### config.mk
export PLATFORM = sky130hd
export DESIGN_NAME = alarm_clock_ctrl_multi
export DESIGN_NICKNAME = d
export VERILOG_FILES = /design/src/rtl/alarm_clock_ctrl_multi.sv
export SDC_FILE = /design/constraint.sdc
export NUM_CORES = 1
export LEC_CHECK = 0
export CAP_MARGIN = 20
export CORE_AREA = 2 2 149 151
export CTS_BUF_LIST = sky130_fd_sc_hd__clkbuf_8
export DETAILED_ROUTE_END_ITERATION = 6
export DIE_AREA = 0 0 151 153
export RECOVER_POWER = 100
export SYNTH_ARGS = -nofsm -noshare
export SYNTH_HDL_FRONTEND = slang
export SYNTH_SLANG_ARGS = --single-unit
### constraint.sdc
create_clock -name clk -period 3.2 [get_ports clk]
set_input_delay 0.32 -clock clk [delete_from_list [all_inputs] [get_ports clk]]
set_output_delay 0.32 -clock clk [all_outputs]
set_load 0.05 [all_outputs]
### src/rtl/alarm_clock_ctrl_multi.sv
// rtl/alarm_clock_ctrl_multi.sv - 24 h clock with NUM_ALARMS alarms, ring timeout and optional snooze
// Snooze logic is built only when ALARM_SNOOZE_EN is defined.
module alarm_clock_ctrl_multi #(
    parameter int NUM_ALARMS     = 4,
    parameter int SNOOZE_MIN     = 5,
    parameter int RING_TIMEOUT_S = 60
) (
    input  logic                  clk,
    input  logic                  rst,
    input  logic                  tick_1hz,
    input  logic [4:0]            btn,
    output logic [1:0]            disp_ht,
    output logic [3:0]            disp_hu,
    output logic [2:0]            disp_mt,
    output logic [3:0]            disp_mu,
    output logic [5:0]            seconds,
    output logic                  ring,
    output logic                  snooze_active,
    output logic [2:0]            alm_sel,
    output logic [NUM_ALARMS-1:0] alm_armed,
    output logic [4:0]            mode_led
);

    localparam logic [2:0] S_RUN  = 3'd0;
    localparam logic [2:0] S_RING = 3'd1;
    localparam logic [2:0] S_TH   = 3'd2;
    localparam logic [2:0] S_TM   = 3'd3;
    localparam logic [2:0] S_AH   = 3'd4;
    localparam logic [2:0] S_AM   = 3'd5;

    localparam logic [2:0] SEL_LAST  = 3'(NUM_ALARMS - 1);
    localparam logic [7:0] RING_LAST = 8'(RING_TIMEOUT_S);

    if (NUM_ALARMS < 1 || NUM_ALARMS > 8 || SNOOZE_MIN < 1 || SNOOZE_MIN > 59 ||
        RING_TIMEOUT_S < 1 || RING_TIMEOUT_S > 255) begin : g_bad_params
        $error("alarm_clock_ctrl_multi: parameter out of range");
    end

    logic [2:0]            state_q, state_d;
    logic [4:0]            hour_q, hour_d;
    logic [5:0]            min_q, min_d;
    logic [5:0]            sec_q, sec_d;
    logic [4:0]            alm_h_q [NUM_ALARMS];
    logic [4:0]            alm_h_d [NUM_ALARMS];
    logic [5:0]            alm_m_q [NUM_ALARMS];
    logic [5:0]            alm_m_d [NUM_ALARMS];
    logic [NUM_ALARMS-1:0] armed_q, armed_d;
    logic [2:0]            sel_q, sel_d;
    logic [7:0]            ring_cnt_q, ring_cnt_d;
    logic                  eval_q, eval_d;

    logic                  btn_ok, b_c, b_r, b_l, b_u, b_d;
    logic                  tick_adv, in_set;
    logic [NUM_ALARMS-1:0] sel_mask;
    logic [4:0]            cur_ah, disp_h;
    logic [5:0]            cur_am, disp_m;
    logic                  any_match, match_fire;
    logic [2:0]            match_idx;

    function automatic logic [4:0] step_hour(input logic [4:0] v, input logic up);
        if (up) return (v == 5'd23) ? 5'd0 : v + 5'd1;
        return (v == 5'd0) ? 5'd23 : v - 5'd1;
    endfunction

    function automatic logic [5:0] step_min(input logic [5:0] v, input logic up);
        if (up) return (v == 6'd59) ? 6'd0 : v + 6'd1;
        return (v == 6'd0) ? 6'd59 : v - 6'd1;
    endfunction

    // Only one-hot button values act; 0 and multi-hot patterns are dropped here.
    assign btn_ok   = (btn != 5'd0) && ((btn & (btn - 5'd1)) == 5'd0);
    assign b_c      = btn_ok & btn[0];
    assign b_r      = btn_ok & btn[1];
    assign b_l      = btn_ok & btn[2];
    assign b_u      = btn_ok & btn[3];
    assign b_d      = btn_ok & btn[4];
    assign tick_adv = tick_1hz && (state_q != S_TH) && (state_q != S_TM);

    always_comb begin
        sel_mask  = '0;
        cur_ah    = '0;
        cur_am    = '0;
        any_match = 1'b0;
        match_idx = '0;
        for (int k = 0; k < NUM_ALARMS; k++) begin
            sel_mask[k] = (3'(k) == sel_q);
            if (3'(k) == sel_q) begin
                cur_ah = alm_h_q[k];
                cur_am = alm_m_q[k];
            end
        end
        // Scan downwards so the lowest matching index is the one that sticks.
        for (int k = NUM_ALARMS - 1; k >= 0; k--) begin
            if (armed_q[k] && alm_h_q[k] == hour_q && alm_m_q[k] == min_q) begin
                any_match = 1'b1;
                match_idx = 3'(k);
            end
        end
    end

    assign match_fire = eval_q && (state_q == S_RUN) && (sec_q == 6'd0) && any_match;

`ifdef ALARM_SNOOZE_EN
    localparam logic [5:0] SNZ_LOAD = 6'(SNOOZE_MIN);
    logic [5:0] snz_cnt_q, snz_cnt_d;
    logic       snz_act_q, snz_act_d;
    logic       snz_fire;
    assign snz_fire      = (state_q == S_RUN) && snz_act_q && (snz_cnt_q == 6'd0);
    assign snooze_active = snz_act_q;
`else
    assign snooze_active = 1'b0;
`endif

    always_comb begin
        state_d    = state_q;
        hour_d     = hour_q;
        min_d      = min_q;
        sec_d      = sec_q;
        alm_h_d    = alm_h_q;
        alm_m_d    = alm_m_q;
        armed_d    = armed_q;
        sel_d      = sel_q;
        ring_cnt_d = ring_cnt_q;
        eval_d     = 1'b0;
`ifdef ALARM_SNOOZE_EN
        snz_cnt_d  = snz_cnt_q;
        snz_act_d  = snz_act_q;
`endif
        if (tick_adv) begin
            if (sec_q == 6'd59) begin
                sec_d = 6'd0;
                if (min_q == 6'd59) begin
                    min_d  = 6'd0;
                    hour_d = (hour_q == 5'd23) ? 5'd0 : hour_q + 5'd1;
                end else begin
                    min_d = min_q + 6'd1;
                end
            end else begin
                sec_d = sec_q + 6'd1;
            end
        end

        case (state_q)
            S_RUN: begin
                eval_d = tick_1hz;
`ifdef ALARM_SNOOZE_EN
                if (tick_1hz && sec_q == 6'd59 && snz_act_q && snz_cnt_q != 6'd0)
                    snz_cnt_d = snz_cnt_q - 6'd1;
`endif
                if (match_fire) begin
                    state_d    = S_RING;
                    sel_d      = match_idx;
                    ring_cnt_d = 8'd0;
`ifdef ALARM_SNOOZE_EN
                    snz_act_d  = 1'b0;
                end else if (snz_fire) begin
                    state_d    = S_RING;
                    ring_cnt_d = 8'd0;
                    snz_act_d  = 1'b0;
`endif
                end else if (b_c) begin
                    state_d = S_TH;
                end else if (b_u) begin
                    sel_d = (sel_q == SEL_LAST) ? 3'd0 : sel_q + 3'd1;
                end else if (b_d) begin
                    armed_d = armed_q ^ sel_mask;
                end
            end
            S_RING: begin
                if (btn_ok) begin
                    state_d = S_RUN;
`ifdef ALARM_SNOOZE_EN
                    if (!b_c) begin
                        snz_act_d = 1'b1;
                        snz_cnt_d = SNZ_LOAD;
                    end
`endif
                end else if (tick_1hz) begin
                    if (ring_cnt_q + 8'd1 == RING_LAST) state_d = S_RUN;
                    else ring_cnt_d = ring_cnt_q + 8'd1;
                end
            end
            S_TH, S_TM, S_AH, S_AM: begin
                if (b_c) begin
                    state_d = S_RUN;
                end else if (b_u || b_d) begin
                    case (state_q)
                        S_TH: hour_d = step_hour(hour_q, b_u);
                        S_TM: begin
                            min_d = step_min(min_q, b_u);
                            sec_d = 6'd0;
                        end
                        S_AH: for (int k = 0; k < NUM_ALARMS; k++)
                                  if (sel_mask[k]) alm_h_d[k] = step_hour(alm_h_q[k], b_u);
                        default: for (int k = 0; k < NUM_ALARMS; k++)
                                  if (sel_mask[k]) alm_m_d[k] = step_min(alm_m_q[k], b_u);
                    endcase
                end else if (b_r) begin
                    case (state_q)
                        S_TH: state_d = S_TM;
                        S_TM: state_d = S_AH;
                        S_AH: state_d = S_AM;
                        default: begin
                            if (sel_q == SEL_LAST) begin
                                sel_d   = 3'd0;
                                state_d = S_TH;
                            end else begin
                                sel_d   = sel_q + 3'd1;
                                state_d = S_AH;
                            end
                        end
                    endcase
                end else if (b_l) begin
                    case (state_q)
                        S_TH: begin
                            sel_d   = SEL_LAST;
                            state_d = S_AM;
                        end
                        S_TM: state_d = S_TH;
                        S_AH: begin
                            if (sel_q == 3'd0) begin
                                state_d = S_TM;
                            end else begin
                                sel_d   = sel_q - 3'd1;
                                state_d = S_AM;
                            end
                        end
                        default: state_d = S_AH;
                    endcase
                end
            end
            default: state_d = S_RUN;
        endcase

        in_set = (state_d == S_TH) || (state_d == S_TM) || (state_d == S_AH) || (state_d == S_AM);
`ifdef ALARM_SNOOZE_EN
        if (in_set) snz_act_d = 1'b0;
`endif
    end

    always_ff @(posedge clk or negedge rst) begin
        if (!rst) begin
            state_q    <= S_RUN;
            hour_q     <= '0;
            min_q      <= '0;
            sec_q      <= '0;
            armed_q    <= '0;
            sel_q      <= '0;
            ring_cnt_q <= '0;
            eval_q     <= 1'b0;
            for (int k = 0; k < NUM_ALARMS; k++) begin
                alm_h_q[k] <= '0;
                alm_m_q[k] <= '0;
            end
`ifdef ALARM_SNOOZE_EN
            snz_cnt_q  <= '0;
            snz_act_q  <= 1'b0;
`endif
        end else begin
            state_q    <= state_d;
            hour_q     <= hour_d;
            min_q      <= min_d;
            sec_q      <= sec_d;
            armed_q    <= armed_d;
            sel_q      <= sel_d;
            ring_cnt_q <= ring_cnt_d;
            eval_q     <= eval_d;
            alm_h_q    <= alm_h_d;
            alm_m_q    <= alm_m_d;
`ifdef ALARM_SNOOZE_EN
            snz_cnt_q  <= snz_cnt_d;
            snz_act_q  <= snz_act_d;
`endif
        end
    end

    always_comb begin
        disp_h = ((state_q == S_AH) || (state_q == S_AM)) ? cur_ah : hour_q;
        disp_m = ((state_q == S_AH) || (state_q == S_AM)) ? cur_am : min_q;
        if (disp_h >= 5'd20)      disp_ht = 2'd2;
        else if (disp_h >= 5'd10) disp_ht = 2'd1;
        else                      disp_ht = 2'd0;
        disp_hu = 4'(disp_h - {3'd0, disp_ht} * 5'd10);
        if (disp_m >= 6'd50)      disp_mt = 3'd5;
        else if (disp_m >= 6'd40) disp_mt = 3'd4;
        else if (disp_m >= 6'd30) disp_mt = 3'd3;
        else if (disp_m >= 6'd20) disp_mt = 3'd2;
        else if (disp_m >= 6'd10) disp_mt = 3'd1;
        else                      disp_mt = 3'd0;
        disp_mu = 4'(disp_m - {3'd0, disp_mt} * 6'd10);
        case (state_q)
            S_RING:  mode_led = {4'b0000, sec_q[0]};
            S_TH:    mode_led = 5'b10001;
            S_TM:    mode_led = 5'b01001;
            S_AH:    mode_led = 5'b00101;
            S_AM:    mode_led = 5'b00011;
            default: mode_led = 5'b00000;
        endcase
    end

    assign seconds   = sec_q;
    assign ring      = (state_q == S_RING);
    assign alm_sel   = sel_q;
    assign alm_armed = armed_q;

endmodule

==> metrics.cfg <==
[global_route]
gr-total-overflow=0
grt_max_degree=61
grt_pass1_wl_um=37700
grt_usage_pct=20.3
first_global_vias=6953
antenna_found_initial=0

[clock_network]
cts_root_buffer=clkbuf_8
clkTransAtPathRegs_ns=0.09
cts_sinks=80
clk_latency_ns=0.39
cts_buffer_depth=2
htreeDepth=3
cts_tree=done
cts_buffers=9

[layout]
layout-drive-gt1-share_pct=18.0
layout_commonest_cell=nand2_1
final_nets=1105
fillCellCount=2153
layout-area-overhead-vs-synth_pct=25.1
multi_input_area_sq_mm=0.00524
finalInstanceArea_sq_mm=0.00929
final_cell_mix=nand2_1 (96), buf_4 (91), nor2_1 (87)
finalNonFillerCells=1345
regArea_sq_mm=0.00201
antenna_cells=0

[run_status]
violations=max-capacitance violations, max-slew violations, negative setup slack
outcome=finished with violations

[drt]
drt_pass1_iterations=5
finalWirelength_um=23300
postRouteAntennaNets=0
drt_iter0_markers=546
drc=0
wl_per_cell_um=17.3
vias_per_cell=5.68
vias=7634

[synthesis]
synth_edf_count=0
synth.avg_cell_area_sq_um=7.52
synth.ff_latch_count=80
syn_area_sq_mm=0.00742
yosysSeqAreaShare_pct=27.0
synthFlopType=dfrtp_1
syn_nets=1032
async_reset_ff_share_pct=100
yosys_warnings=0
synth_cell_types=76
synthCells=987

[sta]
tightest_slew_ns=1.70
slew_headroom_pct=-13.1
final.period_utilization_pct=115
finalSetupViolations=6
finClkSkew_ns=0.0180
finalHoldViolCount=0
rsz0062_at_grt=yes
fin_ws_ns=-0.491
fmax_mhz=271
final_max_slew_viol_count=61
finalCriticalPeriod_ns=3.69
hold_ws_ns=0.368

[worst_setup_path]
crit_fanout=6
crit_type=flip-flop to primary output
critPathLaunchType=flip-flop
arrival_ns=3.37
end_kind=primary output
crit_required_ns=2.88

[hold_path]
holdCritPathClass=input port to async pin

[place]
dp_cells=1308
postPlaceCellArea_sq_mm=0.00883
pre_cts_slack_ns=-0.153
globalplace.congestion=0.900
io_buffer_count=39
hpwl_um=16800

[die]
die_w_um=151
core_area_sq_mm=0.0215
die_area_sq_mm=0.0231
std_cell_rows=54
io_pins=41
chipHeight_um=153
start_util_pct=34.6

[pwr]
peakVddDrop_uv=1340
finalPower_mw=8.61
p_per_area_mw_per_mm2=927
leakage_nw=3.86

[run]
maxCapViolCount=1

[where the power goes]
| group | internal, mW | switching [mW] |
|---|---|---|
| Clock | 0.306 | 0.431 |
| Sequential | 1.26 | 0.505 |
| Combinational | 2.74 | 3.37 |
[cell type report]
cell class / instances / area share (%)
inverter: 44 / 1.87
timing repair buffer: 149 / 14.4
multi-input combinational: 776 / 56.4
tap: 280 / 3.77
sequential: 80 / 21.6
clock inverter: 6 / 0.485
clock buffer: 10 / 1.48
[synthesized netlist by cell type, drive strengths merged, types with 6 or more instances]
cell | n | area share, %
nand2 | 97 | 4.9
nor2 | 90 | 4.6
o21ai | 86 | 5.8
dfrtp | 80 | 27
clkbuf | 66 | 3.3
a21oi | 60 | 4.0
xnor2 | 59 | 7.0
inv | 44 | 2.2
ha | 35 | 5.9
nand3 | 32 | 2.2
nand4 | 31 | 2.6
nor3 | 26 | 1.8
buf | 21 | 1.4
o31ai | 21 | 2.1
nor2b | 18 | 1.5
a31oi | 16 | 1.3
and3 | 16 | 1.4
a221oi | 13 | 1.5
xor2 | 12 | 1.4
o22a | 11 | 1.3
o211ai | 10 | 1.0
and2 | 9 | 0.76
nand2b | 8 | 0.67
nor3b | 8 | 0.88
o22ai | 8 | 0.67
a211oi | 7 | 0.71
a22oi | 7 | 0.71
nand3b | 6 | 0.61
nor4 | 6 | 0.51
[worst max-delay path, cell delays in order (launching register included)]
cell and delay (ns):
dfrtp_4 0.52, inv_4 0.08, ha_4 0.12, nor3b_4 0.26, buf_6 0.15, a221oi_2 0.06, o31ai_2 0.19, buf_4 0.18
nor2_1 0.04, a31oi_1 0.15, nor2_1 0.09, a31oi_1 0.23, ha_2 0.23, fa_2 0.45, clkinvlp_4 0.10, buf_12 0.13
[worst paths after layout]
path,startpoint,end,slack [ns],cells after the start
setup / recovery,alm_sel[0],disp_mu[2],-0.49,15
hold / removal,rst,seconds[5],0.37,1
setup reg to reg,hour_q[0],ring_cnt_q[0],0.15,7
hold reg to reg,alm_armed[3],alm_armed[3],0.54,1
max in group asynchronous,rst,alm_h_q[16],1.53,2
min in group clk,alm_armed[3],alm_armed[3],0.54,1
[sequential cells by signal (all words and copies together) (netlist names)]
| name | count |
|---|---|
| alm_m_q | 24 |
| alm_h_q | 20 |
| ring_cnt_q | 8 |
| min_q | 6 |
| seconds | 6 |
| hour_q | 5 |
| alm_armed | 4 |
| alm_sel | 3 |
| state_q | 3 |
| eval_q | 1 |
[cell families after synthesis]
logic type	share of synthesized area [%]
AND/OR/NAND/NOR	25.3
AO/OA/AOI/OAI	25.2
buffers and inverters	6.98
flip-flops	27.0
XOR/XNOR	8.38
adder cells (fa/ha/maj)	6.44
multiplexers	0.708
other	0.0505
[timing repair]
| action | 4_1_cts | 5_1_grt |
|---|---|---|
| endpoints found under the setup margin | 7 | 10 |
| pin swaps | 23 | 7 |
| setup buffers | 17 | 6 |
| hold buffers | 0 | 0 |
| resized for setup | 26 | 18 |
[metrics by stage]
step                      utilization [%]  setup TNS [ns]
after floorplan                         -          -0.548
after global placement               41.1          -0.142
after detailed placement             41.1          -0.300
after CTS                            43.0           -1.51
after global routing                 43.2           -3.93
final                                43.2           -1.83
[layer usage]
layer / vias up / share of wire (%) / track usage (%)
met5: - / 0 / 0
met4: 0 / 2.2 / 5.52
met3: 40 / 4.5 / 3.34
met2: 218 / 45 / 30.7
met1: 3666 / 48 / 29.8
li1: 3710 / - / -
(Power assumes the default switching activity.)
